$ cat src/rtl/comparators_pkg.sv
// Shared types for the comparator block: FSM state encoding and {l,g,e} result codes.
package comparators_pkg;

  typedef enum logic [1:0] {
    StIdle,
    StRun,
    StDone
  } state_e;

  localparam logic [2:0] LT = 3'b100;
  localparam logic [2:0] GT = 3'b010;
  localparam logic [2:0] EQ = 3'b001;

endpackage

$ cat src/rtl/cmp2_slice.sv
// Combinational 2-bit unsigned magnitude compare; exactly one output is high.
module cmp2_slice (
  input  logic [1:0] a,
  input  logic [1:0] b,
  output logic       lt,
  output logic       gt,
  output logic       eq
);

  always_comb begin
    lt = (a < b);
    gt = (a > b);
    eq = (a == b);
  end

endmodule

$ cat src/rtl/serial_mag_comparator.sv
// Wide unsigned comparator that scans operand bit pairs MSB-first through one shared
// 2-bit slice, stopping at the first unequal pair.
module serial_mag_comparator
  import comparators_pkg::*;
#(
  parameter int unsigned WIDTH = 8
) (
  input  logic             clk,
  input  logic             rst_n,
  input  logic             start,
  input  logic [WIDTH-1:0] a,
  input  logic [WIDTH-1:0] b,
  output logic             busy,
  output logic             done,
  output logic             l,
  output logic             g,
  output logic             e
);

  localparam int unsigned NPAIR  = WIDTH / 2;
  localparam int unsigned IdxW   = (NPAIR > 1) ? $clog2(NPAIR) : 1;
  localparam logic [IdxW-1:0] IdxTop = IdxW'(NPAIR - 1);

  state_e           state_q, state_d;
  logic [WIDTH-1:0] ra_q, ra_d, rb_q, rb_d;
  logic [IdxW-1:0]  idx_q, idx_d;
  logic [2:0]       res_q, res_d;
  logic             done_q, done_d;

  logic [1:0] pair_a, pair_b;
  logic       pair_lt, pair_gt, pair_eq;

  // Pair select mux feeding the single shared slice.
  always_comb begin
    pair_a = '0;
    pair_b = '0;
    for (int unsigned k = 0; k < NPAIR; k++) begin
      if (idx_q == IdxW'(k)) begin
        pair_a = ra_q[2*k +: 2];
        pair_b = rb_q[2*k +: 2];
      end
    end
  end

  cmp2_slice u_slice (
    .a  (pair_a),
    .b  (pair_b),
    .lt (pair_lt),
    .gt (pair_gt),
    .eq (pair_eq)
  );

  always_comb begin
    state_d = state_q;
    ra_d    = ra_q;
    rb_d    = rb_q;
    idx_d   = idx_q;
    res_d   = res_q;
    done_d  = 1'b0;
    unique case (state_q)
      StIdle, StDone: begin
        if (start) begin
          ra_d    = a;
          rb_d    = b;
          idx_d   = IdxTop;
          state_d = StRun;
        end else begin
          state_d = StIdle;
        end
      end
      StRun: begin
        if (pair_gt) begin
          res_d   = GT;
          done_d  = 1'b1;
          state_d = StDone;
        end else if (pair_lt) begin
          res_d   = LT;
          done_d  = 1'b1;
          state_d = StDone;
        end else if (pair_eq && (idx_q == '0)) begin
          res_d   = EQ;
          done_d  = 1'b1;
          state_d = StDone;
        end else begin
          idx_d = idx_q - 1'b1;
        end
      end
      default: state_d = StIdle;
    endcase
  end

  always_ff @(posedge clk) begin
    if (!rst_n) begin
      state_q <= StIdle;
      ra_q    <= '0;
      rb_q    <= '0;
      idx_q   <= '0;
      res_q   <= '0;
      done_q  <= 1'b0;
    end else begin
      state_q <= state_d;
      ra_q    <= ra_d;
      rb_q    <= rb_d;
      idx_q   <= idx_d;
      res_q   <= res_d;
      done_q  <= done_d;
    end
  end

  assign busy      = (state_q == StRun);
  assign done      = done_q;
  assign {l, g, e} = res_q;

endmodule

$ cat config.mk
export PLATFORM = sky130hd
export DESIGN_NAME = serial_mag_comparator
export DESIGN_NICKNAME = d
export VERILOG_FILES = /design/src/rtl/comparators_pkg.sv /design/src/rtl/cmp2_slice.sv /design/src/rtl/serial_mag_comparator.sv
export SDC_FILE = /design/constraint.sdc
export NUM_CORES = 1
export LEC_CHECK = 0
export ABC_AREA = 1
export CAP_MARGIN = 20
export CORE_ASPECT_RATIO = 0.7
export CORE_MARGIN = 2
export CORE_UTILIZATION = 49
export CTS_CLUSTER_SIZE = 30
export DETAILED_ROUTE_END_ITERATION = 8
export PLACE_DENSITY = 0.78
export SLEW_MARGIN = 20
export SYNTH_ARGS = -nofsm -noshare
export SYNTH_HDL_FRONTEND = slang
export SYNTH_HIERARCHICAL = 1
export SYNTH_SLANG_ARGS = --single-unit
$ cat constraint.sdc
create_clock -name clk -period 3.6 [get_ports clk]
set_input_delay 0.36 -clock clk [delete_from_list [all_inputs] [get_ports clk]]
set_output_delay 0.36 -clock clk [all_outputs]
set_load 0.02 [all_outputs]
==> results of run 1 <==
==> synthesized netlist by cell type (all sizes together) <==
| cell | number |
|---|---|
| ha | 6 |
| dfxtp | 24 |
| a21oi | 13 |
| nand2 | 21 |
| nor3b | 1 |
| o211ai | 3 |
| nand3 | 3 |
| nor2 | 43 |
| nand3b | 1 |
| o21ai | 19 |
| buf | 2 |
| clkbuf | 2 |
| inv | 13 |
==> worst max-delay path: stages, from the launching register on <==
cell                      delay (ns)
sky130_fd_sc_hd__dfxtp_1        0.40
sky130_fd_sc_hd__inv_1          0.07
sky130_fd_sc_hd__ha_1           0.19
sky130_fd_sc_hd__inv_1          0.16
sky130_fd_sc_hd__nand3_1        0.10
sky130_fd_sc_hd__nand2_1        0.09
sky130_fd_sc_hd__o21ai_0        0.08
sky130_fd_sc_hd__o21ai_0        0.14
sky130_fd_sc_hd__inv_1          0.06
sky130_fd_sc_hd__ha_1           0.28
sky130_fd_sc_hd__nand2_1        0.08
sky130_fd_sc_hd__inv_1          0.06
sky130_fd_sc_hd__a21oi_2        0.19
sky130_fd_sc_hd__nor2_4         0.07
sky130_fd_sc_hd__nand3_2        0.10
sky130_fd_sc_hd__nand2_2        0.06
sky130_fd_sc_hd__nand2_1        0.06
sky130_fd_sc_hd__nand2_1        0.04
sky130_fd_sc_hd__nor2_1         0.09
==> metrics by stage <==
| stage | hold slack, ns | setup slack [ns] | power [mW] |
|---|---|---|---|
| final | 0.470 | 1.22 | 0.862 |
| after detailed placement | 0.454 | 1.24 | 0.727 |
| after floorplan | 0.449 | 1.50 | 0.629 |
| after CTS | 0.474 | 1.21 | 0.865 |
| after global routing | 0.485 | 0.942 | 0.929 |
| after global placement | 0.448 | 1.40 | 0.711 |
==> power groups by stage <==
stage / sequential (mW) / clock [mW] / combinational, mW
6_report: 0.336 / 0.139 / 0.388
5_1_grt: 0.340 / 0.155 / 0.434
4_1_cts: 0.336 / 0.142 / 0.387
3_5_place_dp: 0.342 / 0 / 0.385
3_3_place_gp: 0.340 / 0 / 0.371
2_1_floorplan: 0.350 / 0 / 0.279
==> worst max-delay path by stage <==
stage                  start        to  depth (start not counted)
floorplan           idx_q[1]  res_q[0]                         17
CTS                 idx_q[1]  idx_q[1]                         18
detailed placement  idx_q[1]  idx_q[0]                         17
global placement    idx_q[1]  res_q[1]                         17
finish              idx_q[1]  idx_q[1]                         18
global route        idx_q[1]  idx_q[1]                         18
==> registers in the layout, summed over array words and instances (netlist names) <==
signal / count
state_q: 2
idx_q: 2
rb_q: 8
done: 1
ra_q: 8
res_q: 3
==> area by class of cell <==
type	instances	area share, %
Multi-Input combinational cell	110	40.2
Sequential cell	24	34.3
Timing Repair Buffer	23	16.4
Inverter	13	3.66
Tap cell	32	2.85
Clock buffer	4	2.59
==> logic make-up after synthesis <==
logic type,after synthesis,synth area share (%)
AO/OA/AOI/OAI,35,16.6
adder cells (fa/ha/maj),6,6.69
buffers and inverters,17,6.91
flip-flops,24,42.8
AND/OR/NAND/NOR,69,27.0
==> routing by layer <==
metal | up-vias | track usage (%) | routed length, um
met4 | 0 | 3.91 | 12
met2 | 34 | 28.9 | 924
li1 | 534 | - | -
met1 | 452 | 24.7 | 1050
met3 | 2 | 7.02 | 162
met5 | - | 0 | 0
==> Flow_metrics.wiki, run 1 <==
{| class="wikitable"
! Metric !! Value
|-
| Clock slew seen by the registers of the worst setup and hold paths || 0.12 ns
|-
| Power density over cell area || 615 nW/um^2
|-
| Number of hold buffers added after CTS || 0
|-
| Std-Cell Rows || 14
|-
| Register-to-register setup slack || 1.22 ns
|-
| Wire length reported by the detailed router || 2150 um
|-
| CP required || 3.86 ns
|-
| RSZ-0062 raised after global routing || false
|-
| Share of post-route cells with drive strength above 1 || 7.47%
|-
| Multi-input gate area in the final layout || 564 sq um
|-
| Post-Synthesis Net Count || 176
|-
| Number of maximum-capacitance violations || 0
|-
| Sequential element share of the synthesized area || 42.8%
|-
| Final-report setup violation count || 0
|-
| Period utilization || 66.1%
|-
| Type of the worst min-delay path || reg2reg
|-
| Start-to-end type of the worst setup path || reg2reg
|-
| Yosys reg bits || 24
|-
| Kind of end point of the critical path || flip-flop
|-
| Maximum number of pins on one net before global-route repair || 20
|-
| # nets final || 200
|-
| Sequential Power Share || 38.9%
|-
| H-tree Lvls || 1
|-
| Wire length of the first global-routing pass || 3620 um
|-
| Final weighted congestion in routability-driven placement || 0.836
|-
| Cell-internal power || 528 uW
|-
| Type of origin of the critical path || flip-flop
|-
| Cell at the root of the clock tree || sky130_fd_sc_hd__clkbuf_4
|-
| Endpoints failing hold || 0
|-
| Horizontal extent of the die || 61.2 um
|-
| Number of antenna violations at the first check in global routing || 0
|-
| Core ar. || 2150 sq um
|-
| Post-synthesis cell type with the largest combined area || sky130_fd_sc_hd__dfxtp_1
|-
| Fraction of power consumed by the clock network || 16.1%
|-
| Final sum of negative setup slack || 0 ns
|-
| Worst-path fanout max || 7
|-
| Antenna-violating nets left || 0
|-
| CTS tree || built
|-
| Maximum operating frequency || 420 MHz
|-
| Global route overflow || 0
|-
| Register area || 480 sq um
|-
| Number of distinct library cells after synthesis || 21
|-
| Leading cell type in the layout, fill and taps excluded || sky130_fd_sc_hd__nor2_1
|-
| Total number of vias || 1022
|-
| Count of inserted antenna diode cells || 0
|-
| CTS sink count || 24
|-
| DR pass1 iterations || 4
|-
| Top area cells in the synthesized netlist || sky130_fd_sc_hd__dfxtp_1, sky130_fd_sc_hd__nor2_1, sky130_fd_sc_hd__o21ai_0
|-
| Total of buffers placed on input and output ports || 23
|-
| End point of the worst hold path || res_q[0]
|-
| Fin area || 1400 sq um
|-
| Growth of design area from synthesis to finish || 25.0%
|-
| Worst Min Path Start || res_q[0]
|-
| Worst hold path depth || 2
|-
| Average size of a mapped cell || 7.43 sq um
|-
| Setup bufs post-CTS || 0
|-
| Critical register-to-register path endpoint || idx_q[1]
|-
| Static Leakage || 0.591 nW
|-
| Number of placed instances, taps included || 202
|-
| Netlist Area Pre-Place || 1120 sq um
|-
| Startpoint of the most critical register-to-register path || idx_q[1]
|-
| Half-perimeter wire length of the detailed placement result || 1690 um
|-
| Commonest cells after routing, fill and taps aside || sky130_fd_sc_hd__nor2_1, sky130_fd_sc_hd__dfxtp_1, sky130_fd_sc_hd__clkdlybuf4s50_1
|-
| Skew final || 0.00226 ns
|-
| Yosys warns || 6
|-
| Worst IR drop on VDD || 0.341 mV
|-
| Transition time at the pin with the least slew margin || 0.548 ns
|-
| Arrival time at the worst endpoint || 2.64 ns
|-
| Bufs on Longest Clock Path || 2
|-
| Iteration-0 DRC Markers || 54
|-
| Number of global-route vias before repair || 843
|-
| Count of fill cells added during filler insertion || 184
|-
| Post-placement cell area || 1370 sq um
|-
| Chip Height || 44.0 um
|-
| Cts repair resizes || 0
|-
| Final Critical Period || 2.38 ns
|-
| Clock buffer count from CTS || 3
|-
| Fin. max-slew vios || 0
|-
| Starting Density || 52.1%
|-
| Switching pwr || 334 uW
|-
| GRT Resource Usage Total || 18.6%
|-
| Share of total power consumed by net switching || 38.7%
|-
| Wire length per cell after detailed routing || 10.4 um
|-
| Combinational cell fraction of total power || 45.0%
|-
| Worst-Skew Late Latency || 0.31 ns
|-
| Post-Layout Cell Count || 206
|-
| # IOs || 24
|-
| Drt via density || 4.96
|-
| Status || complete, no violations
|-
| Drc violations || 0
|-
| Yosys top cell area share || 42.8%
|-
| Post-Route Utilization || 65.1%
|-
| Headroom to the max-slew limit || 63.4%
|-
| Gate Count Post-Synth || 151
|-
| Number of cells on the worst reg-to-reg path || 18
|-
| Total Die Area || 2700 sq um
|}
No activity file was read; power rests on OpenSTA's default activity.
==> run 2, diff against run 1 <==
==> constraint.sdc (replaced) <==
create_clock -name clk -period 2.4 [get_ports clk]
set_input_delay 0.24 -clock clk [delete_from_list [all_inputs] [get_ports clk]]
set_output_delay 0.24 -clock clk [all_outputs]
set_load 0.02 [all_outputs]
==> Flow_metrics.wiki, run 2 (synthesis gave the netlist of run 1 again) <==
{| class="wikitable"
! Metric !! Value
|-
| Clock buffer count from CTS || 3
|-
| Maximum operating frequency || 439 MHz
|-
| Type of the worst min-delay path || reg2reg
|-
| Growth of design area from synthesis to finish || 29.4%
|-
| Skew final || 0.00296 ns
|-
| Share of total power consumed by net switching || 38.3%
|-
| Most frequent cell on the critical path || sky130_fd_sc_hd__nand2_1
|-
| Wire length per cell after detailed routing || 10.6 um
|-
| CP required || 2.65 ns
|-
| Headroom to the max-slew limit || 63.7%
|-
| Endpoints failing hold || 0
|-
| Cell-internal power || 850 uW
|-
| Wire length reported by the detailed router || 2210 um
|-
| Post-layout power || 1.38 mW
|-
| # nets final || 203
|-
| Final critical-path setup slack || 0.122 ns
|-
| GRT Resource Usage Total || 18.6%
|-
| Fraction of power consumed by the clock network || 14.8%
|-
| Combinational cell fraction of total power || 48.4%
|-
| Static Leakage || 0.603 nW
|-
| Switching pwr || 528 uW
|-
| Number of maximum-capacitance violations || 0
|-
| Commonest cells after routing, fill and taps aside || sky130_fd_sc_hd__nor2_1, sky130_fd_sc_hd__clkdlybuf4s50_1, sky130_fd_sc_hd__dfxtp_1
|-
| Half-perimeter wire length of the detailed placement result || 1690 um
|-
| Drt via density || 4.94
|-
| Final-report setup violation count || 0
|-
| CTS sink count || 24
|-
| Worst IR drop on VDD || 0.499 mV
|-
| Cell at the root of the clock tree || sky130_fd_sc_hd__clkbuf_4
|-
| Antenna-violating nets left || 0
|-
| Count of fill cells added during filler insertion || 179
|-
| Share of post-route cells with drive strength above 1 || 13.6%
|-
| Final weighted congestion in routability-driven placement || 0.836
|-
| Total number of vias || 1033
|-
| Transition time at the pin with the least slew margin || 0.543 ns
|-
| CTS tree || built
|-
| Fin area || 1450 sq um
|-
| Chip Height || 44.0 um
|-
| Number of hold buffers added after CTS || 0
|-
| Core ar. || 2150 sq um
|-
| Maximum number of pins on one net before global-route repair || 20
|-
| Starting Density || 52.1%
|-
| Bufs on Longest Clock Path || 2
|-
| Horizontal extent of the die || 61.2 um
|-
| Std-Cell Rows || 14
|-
| Type of origin of the critical path || flip-flop
|-
| Count of inserted antenna diode cells || 0
|-
| Drc violations || 0
|-
| Largest incremental delay on the critical path || 0.36 ns
|-
| Cell at the slowest stage of the critical path || sky130_fd_sc_hd__dfxtp_2
|-
| Iteration-0 DRC Markers || 50
|-
| Sequential Power Share || 36.8%
|-
| Power density over cell area || 948 nW/um^2
|-
| Clock slew seen by the registers of the worst setup and hold paths || 0.12 ns
|-
| DR pass1 iterations || 4
|-
| Global route overflow || 0
|-
| Status || complete, no violations
|-
| Fin. max-slew vios || 0
|-
| CP cell instances || inv_1 -> ha_2 -> a21oi_1 -> nand2_1 -> o21ai_0 -> o21ai_1 -> inv_1 -> ha_1 -> nand2_1 -> inv_1 -> a21oi_4 -> nor2_4 -> nand3_2 -> nand2_2 -> nand2_1 -> nand2_1 -> nor2_1
|-
| Number of antenna violations at the first check in global routing || 0
|-
| Final Critical Period || 2.28 ns
|-
| Post-placement cell area || 1370 sq um
|-
| Worst slack on hold paths || 0.470 ns
|-
| Number of global-route vias before repair || 843
|-
| Worst-Skew Late Latency || 0.31 ns
|-
| Place WS || 0.0410 ns
|-
| Leading cell type in the layout, fill and taps excluded || sky130_fd_sc_hd__nor2_1
|-
| Wire length of the first global-routing pass || 3620 um
|-
| Start-to-end type of the worst setup path || reg2reg
|-
| Arrival time at the worst endpoint || 2.53 ns
|-
| Top Registers || ra_q x8, rb_q x8, res_q x3
|-
| Worst-path fanout max || 5
|-
| # IOs || 24
|-
| Total Die Area || 2700 sq um
|-
| Total of buffers placed on input and output ports || 23
|-
| H-tree Lvls || 1
|-
| Kind of end point of the critical path || flip-flop
|-
| Period utilization || 94.9%
|}
run 2: cell count changes in the layout (fill, tap and decap cells not counted), sizes merged:
cell / delta
buf: +3
run 2: what timing repair did:
item | 4_1_cts | 5_1_grt
setup buffers | 0 | 3
endpoints found under the setup margin | 0 | 8
resized for setup | 0 | 11
run 2: metal layers:
layer | vias up | wire (um) | GRT usage [%]
met5 | - | 0 | 0
met4 | 0 | 20 | 3.91
met3 | 2 | 135 | 7.02
met2 | 34 | 985 | 28.9
met1 | 454 | 1070 | 24.7
li1 | 543 | - | -
run 2: critical path: cells and delay by family, from the launching register on:
family | cells | cell delay [ns]
AO/OA/AOI/OAI | 4 | 0.48
adder cells (fa/ha/maj) | 2 | 0.54
buffers and inverters | 3 | 0.27
flip-flops | 1 | 0.36
AND/OR/NAND/NOR | 8 | 0.57
run 2: layout make-up:
cell class	count	area, sq um	area share [%]
Clock buffer	4	36.3	2.50
Inverter	13	51.3	3.53
Multi-Input combinational cell	110	589	40.6
Tap cell	32	40.0	2.76
Timing Repair Buffer	26	253	17.4
Sequential cell	24	483	33.2
run 2: power groups by stage:
stage	Clock (mW)	Combinational, mW	Sequential (mW)
after floorplan	0	0.419	0.525
after global placement	0	0.557	0.510
after detailed placement	0	0.578	0.513
after CTS	0.212	0.581	0.504
after global routing	0.233	0.744	0.513
final	0.205	0.666	0.507
run 2: path summary, 6_finish.rpt:
check | from | end | slack (ns) | cells past startpoint
min reg2reg | res_q[0] | res_q[0] | 0.47 | 2
min | res_q[0] | res_q[0] | 0.47 | 2
max reg2reg | idx_q[0] | idx_q[1] | 0.12 | 17
max | idx_q[0] | idx_q[1] | 0.12 | 17
run 2: per-stage QoR:
stage          std cells  utilization [%]  setup TNS [ns]
2_1_floorplan        151                -               0
3_3_place_gp         202             63.4               0
3_5_place_dp         202             63.4               0
4_1_cts              206             65.1               0
5_1_grt              209             67.4          -0.131
6_report             209             67.4               0
==> variant 1, RTL diff (settings of run 2) <==
The 3 states of `state_e` get a one-hot encoding in 3 bits.
--- a/src/rtl/comparators_pkg.sv
+++ b/src/rtl/comparators_pkg.sv
@@ -1,10 +1,10 @@
 // Shared types for the comparator block: FSM state encoding and {l,g,e} result codes.
 package comparators_pkg;
 
-  typedef enum logic [1:0] {
-    StIdle,
-    StRun,
-    StDone
+  typedef enum logic [2:0] {
+    StIdle = 3'b001,
+    StRun  = 3'b010,
+    StDone = 3'b100
   } state_e;
 
   localparam logic [2:0] LT = 3'b100;
Behaviour: same outputs for any inputs over 10 cycles, from zero or initial values and one cycle with rst_n low; not proved beyond that.
==> variant 1 against run 2 <==
- synthesized area is 4.8% higher
- wire length rose by 16%
- via count rose by 0.97%
- highest routed layer unchanged
- worst setup slack worse by 52 ps
- sequential cell count rose by 1
- maximum frequency fell by 2.3%
- final area is 7.1% higher
Power is not compared: it rests on default switching activity, and its combinational part moved more than twofold at a synthesized area within 25%.
==> variant 1: results (changes against run 2) <==
stage,metric,value,unit,change
outcome,status,"finished, final reports clean",,
synth,Synth top area share,42.6,%,-0.26 points
die,core area,2210,sq um,+2.4%
route,wire length on met2,1240,um,+26%
route,drt wl/cell,11.8,um,+12%
global_routing,routing usage on met2,31.2,%,+2.2 points
global_routing,maximum number of pins on one net before global-route repair,28,,+40%
global_routing,global-route usage over all layers,18.5,%,-0.022 points
synth,Post-Syn Nets,184,,+4.5%
route,WL met3,103,um,-24%
synth,synth top area cells,"dfxtp_1 (43%), nand2_1 (11%), a21oi_1 (11%)",,
global_routing,first-pass GRT wire length,4090,um,+13%
placed_design,routability cong.,0.829,,-0.84%
clocking,clk buf depth,2,,unchanged
route,DRT iter0 DRCs,47,,-6.0%
cells_and_area,Final nets,211,,+3.9%
setup_path,CP Max Fanout,8,,+3
setup_path,origin of the critical flop-to-flop path,idx_q[1],,
sta,Rel. slew slack,68.5,%,+4.8 points
worst_hold_path,Worst Hold Class,in2reg,,
clocking,"CTS clk-pin slew, worst paths",130,ps,
sta,min Tclk post-route,2330,ps,+52.5 ps
cells_and_area,share of cells above drive strength 1,18.4,%,+4.8 points
placed_design,post-DP HPWL,1810,um,+6.8%
cells_and_area,Largest regs,"ra_q x8, rb_q x8",,
setup_path,flop-to-flop setup slack,70,ps,-50 ps
sta,Worst Skew,1.63,ps,-1.33 ps
cells_and_area,layout filler cell count,204,,+14%
global_routing,met3 Use GR,5.24,%,-1.8 points
global_routing,grt met1 use,24.4,%,-0.30 points
setup_path,"Arr. time, crit path",2560,ps,+30 ps
placed_design,pre-CTS setup slack,8.18,ps,-32.8 ps
synth,unique cell type count in the Yosys netlist,20,,-4.8%
synth,most frequent cells after synthesis,"nand2_1 (35), a21oi_1 (25), dfxtp_1 (25), inv_1 (24), o21ai_0 (13)",,
-- variant 1: kinds of logic after synthesis --
kind of cell / share of synthesized area [%]
AOI/OAI and AO/OA: 20.4
adders and majority gates: 6.38
buffers and inverters: 11.0
DFF: 42.6
and+or+nand+nor: 19.7
-- variant 1: power by group --
group          internal [mW]  total [mW]  switching (mW)
Clock                 0.0625       0.189           0.127
Sequential             0.447       0.464          0.0170
Combinational          0.130       0.291           0.161
-- variant 1: how the worst min path moves through the flow --
stage                  from      end  slack [ps]  depth (start not counted)
finish                 a[7]  ra_q[7]         460                          3
global route           a[7]  ra_q[7]         450                          3
CTS                    a[7]  ra_q[7]         450                          3
detailed placement  ra_q[2]  ra_q[2]         450                          2
global placement    rb_q[7]  rb_q[7]         440                          2
floorplan             rst_n  rb_q[3]         380                          2
-- variant 1: area by class of cell --
class / instances / share of cell area, %
clock buffers: 3 / 1.45
clock inverters: 1 / 0.322
inverters: 25 / 6.59
multi-input cells: 104 / 39.9
flip-flops and latches: 25 / 32.5
well taps: 32 / 2.57
repair buffers: 27 / 16.7
-- variant 1: repair_timing --
action	4_1_cts	5_1_grt
cloned	0	0
pin swaps	0	10
buffers inserted	0	3
endpoints found under the setup margin	2	8
resized for setup	1	27
-- variant 1: tightest hold or removal path: cells and delay by family --
kind / cells / cell delay, ps
buffers and inverters: 1 / 390
AO/OA/AOI/OAI: 1 / 50
AND/OR/NAND/NOR: 1 / 60
-- variant 1: through the flow --
stage / power (mW) / std cells / util (%) / hold slack [ps]
CTS: 0.885 / 214 / 65.6 / 452
floorplan: 0.633 / 159 / - / 378
global placement: 0.689 / 210 / 64.3 / 443
detailed placement: 0.699 / 210 / 64.3 / 451
global route: 1.00 / 217 / 70.5 / 453
finish: 0.944 / 217 / 70.5 / 455
==> variant 2, RTL diff (settings of run 2) <==
Without the edit above. Set the parameter `WIDTH` to 16 (it was 8).
--- a/src/rtl/serial_mag_comparator.sv
+++ b/src/rtl/serial_mag_comparator.sv
@@ -3,7 +3,7 @@
 module serial_mag_comparator
   import comparators_pkg::*;
 #(
-  parameter int unsigned WIDTH = 8
+  parameter int unsigned WIDTH = 16
 ) (
   input  logic             clk,
   input  logic             rst_n,
Interface: changed (resized a and b); port bits go from 24 to 40. No check against the original RTL was run, so the function may have changed too.
==> variant 2 against run 2 <==
- critical path depth rose by 8
- the run now ends with negative setup slack left
- clock power rose by 110%
- critical endpoint is now res_q[2]
- clock skew rose by 4.9 ps
- worst setup slack got worse by 420 ps
- worst hold slack got worse by 8.7 ps
- final area rose by 98%
- sequential cell count rose by 17
- power rose to 2.5 times the old value
- wire length rose by 140%
- largest cell class unchanged
- synthesized area rose by 79%
==> variant 2: results (changes against run 2) <==
stage,metric,value,unit,change
outcome,status,"complete, but fails checks",,
sta,Setup TNS Final,-2060,ps,-2060 ps
global_routing,maximum number of pins on one net before global-route repair,38,,+90%
placed_design,post-DP HPWL,3470,um,+110%
cells_and_area,Largest regs,"ra_q x16, rb_q x16",,
setup_path,CP Max Fanout,6,,+1
route,vias per cell,4.93,,-0.23%
sta,final setup violation count,9,,+9
sta,Rel. slew slack,72.1,%,+8.4 points
synth,Post-Syn Nets,350,,+99%
setup_path,Reg2Reg Capture Point,res_q[2],,
sta,Worst Skew,7.81,ps,+4.85 ps
route,drt wl/cell,12.7,um,+20%
placed_design,dpl cell area,2570,sq um,+88%
power_and_ir_drop,leak pwr,1.31,nW,+120%
placed_design,Port-buffer cells,39,,+70%
cells_and_area,share of cells above drive strength 1,19.7,%,+6.2 points
outcome,failing checks,negative setup slack,,
global_routing,first-pass GRT wire length,8230,um,+130%
sta,final worst setup slack,-294,ps,-415 ps
route,DRT iter0 DRCs,196,,+290%
clocking,"CTS clk-pin slew, worst paths",80,ps,-40 ps
cells_and_area,layout filler cell count,326,,+82%
setup_path,flop-to-flop setup slack,-290,ps,-420 ps
setup_path,reg2reg path depth,25,,+8
global_routing,global-route usage over all layers,23.2,%,+4.6 points
clocking,H-tree depth,2,,+1
clocking,total CTS buffers,5,,+2
placed_design,routability cong.,0.867,,+3.7%
-- variant 2: power by group --
group | switching, mW | internal (mW)
Sequential | 0.0853 | 0.819
Combinational | 1.14 | 1.03
Clock | 0.233 | 0.202
Total | 1.46 | 2.05
-- variant 2: through the flow --
stage | hold slack (ps) | utilization, % | std cells | setup slack [ps]
after CTS | 457 | 70.4 | 420 | -170
final | 462 | 73.2 | 422 | -294
after floorplan | 378 | - | 308 | 9.55
after global placement | 441 | 65.6 | 405 | -152
after detailed placement | 446 | 65.6 | 405 | -313
after global routing | 482 | 73.2 | 422 | -439
-- variant 2: repair_timing --
item / in CTS / in global routing
setup buffers: 7 / 3
setup endpoints to repair: 9 / 9
resized for setup: 21 / 23
hold buffers: 0 / 0
pin swaps: 17 / 22
-- variant 2: cell families after synthesis --
group                      after synthesis  synth area share (%)
and+or+nand+nor                        164                  32.7
AOI/OAI and AO/OA                       51                  13.0
buffers and inverters                   45                  8.98
DFF                                     41                  40.9
adders and majority gates                7                  4.36
-- variant 2: cell type report --
class,count,share of cell area [%]
Multi-Input combinational cell,222,40.7
Timing Repair Buffer,65,20.7
Tap cell,52,2.27
Sequential cell,41,28.8
Clock inverter,2,0.349
Clock buffer,6,2.53
Inverter,34,4.71
-- variant 2: worst max path at each step --
| stage | start | end | slack (ps) | depth (start not counted) |
|---|---|---|---|---|
| after floorplan | idx_q[0] | idx_q[1] | 10 | 26 |
| after global placement | idx_q[1] | idx_q[2] | -150 | 25 |
| after detailed placement | idx_q[0] | idx_q[1] | -310 | 23 |
| after CTS | idx_q[0] | idx_q[1] | -170 | 26 |
| after global routing | idx_q[1] | res_q[2] | -440 | 26 |
| final | idx_q[1] | res_q[2] | -290 | 25 |
-- variant 2: metal layers --
metal	GRT usage [%]	up-vias	share of wire, %
met4	5.33	0	0.64
met1	32.2	941	47
met3	5.70	6	6.1
li1	-	1075	-
met5	0	-	0
met2	36.8	59	46
-- variant 2: critical path, stage by stage, from the launching register on --
cell and delay [ps]:
dfxtp_4 360, inv_4 80, ha_4 180, inv_4 40
nor2_4 130, buf_4 120, nand2_1 50, nand2_1 70
nand2_1 50, nand2_1 50, nand2_1 40, nand2_1 50
nand2_1 50, nand2_1 60, nand2_1 80, nand2_2 90
ha_4 220, nand2_1 120, a21oi_4 80, nor2_4 110
nand2_4 70, buf_4 130, buf_6 120, nand2_8 70
nand2_2 50, a21oi_1 140
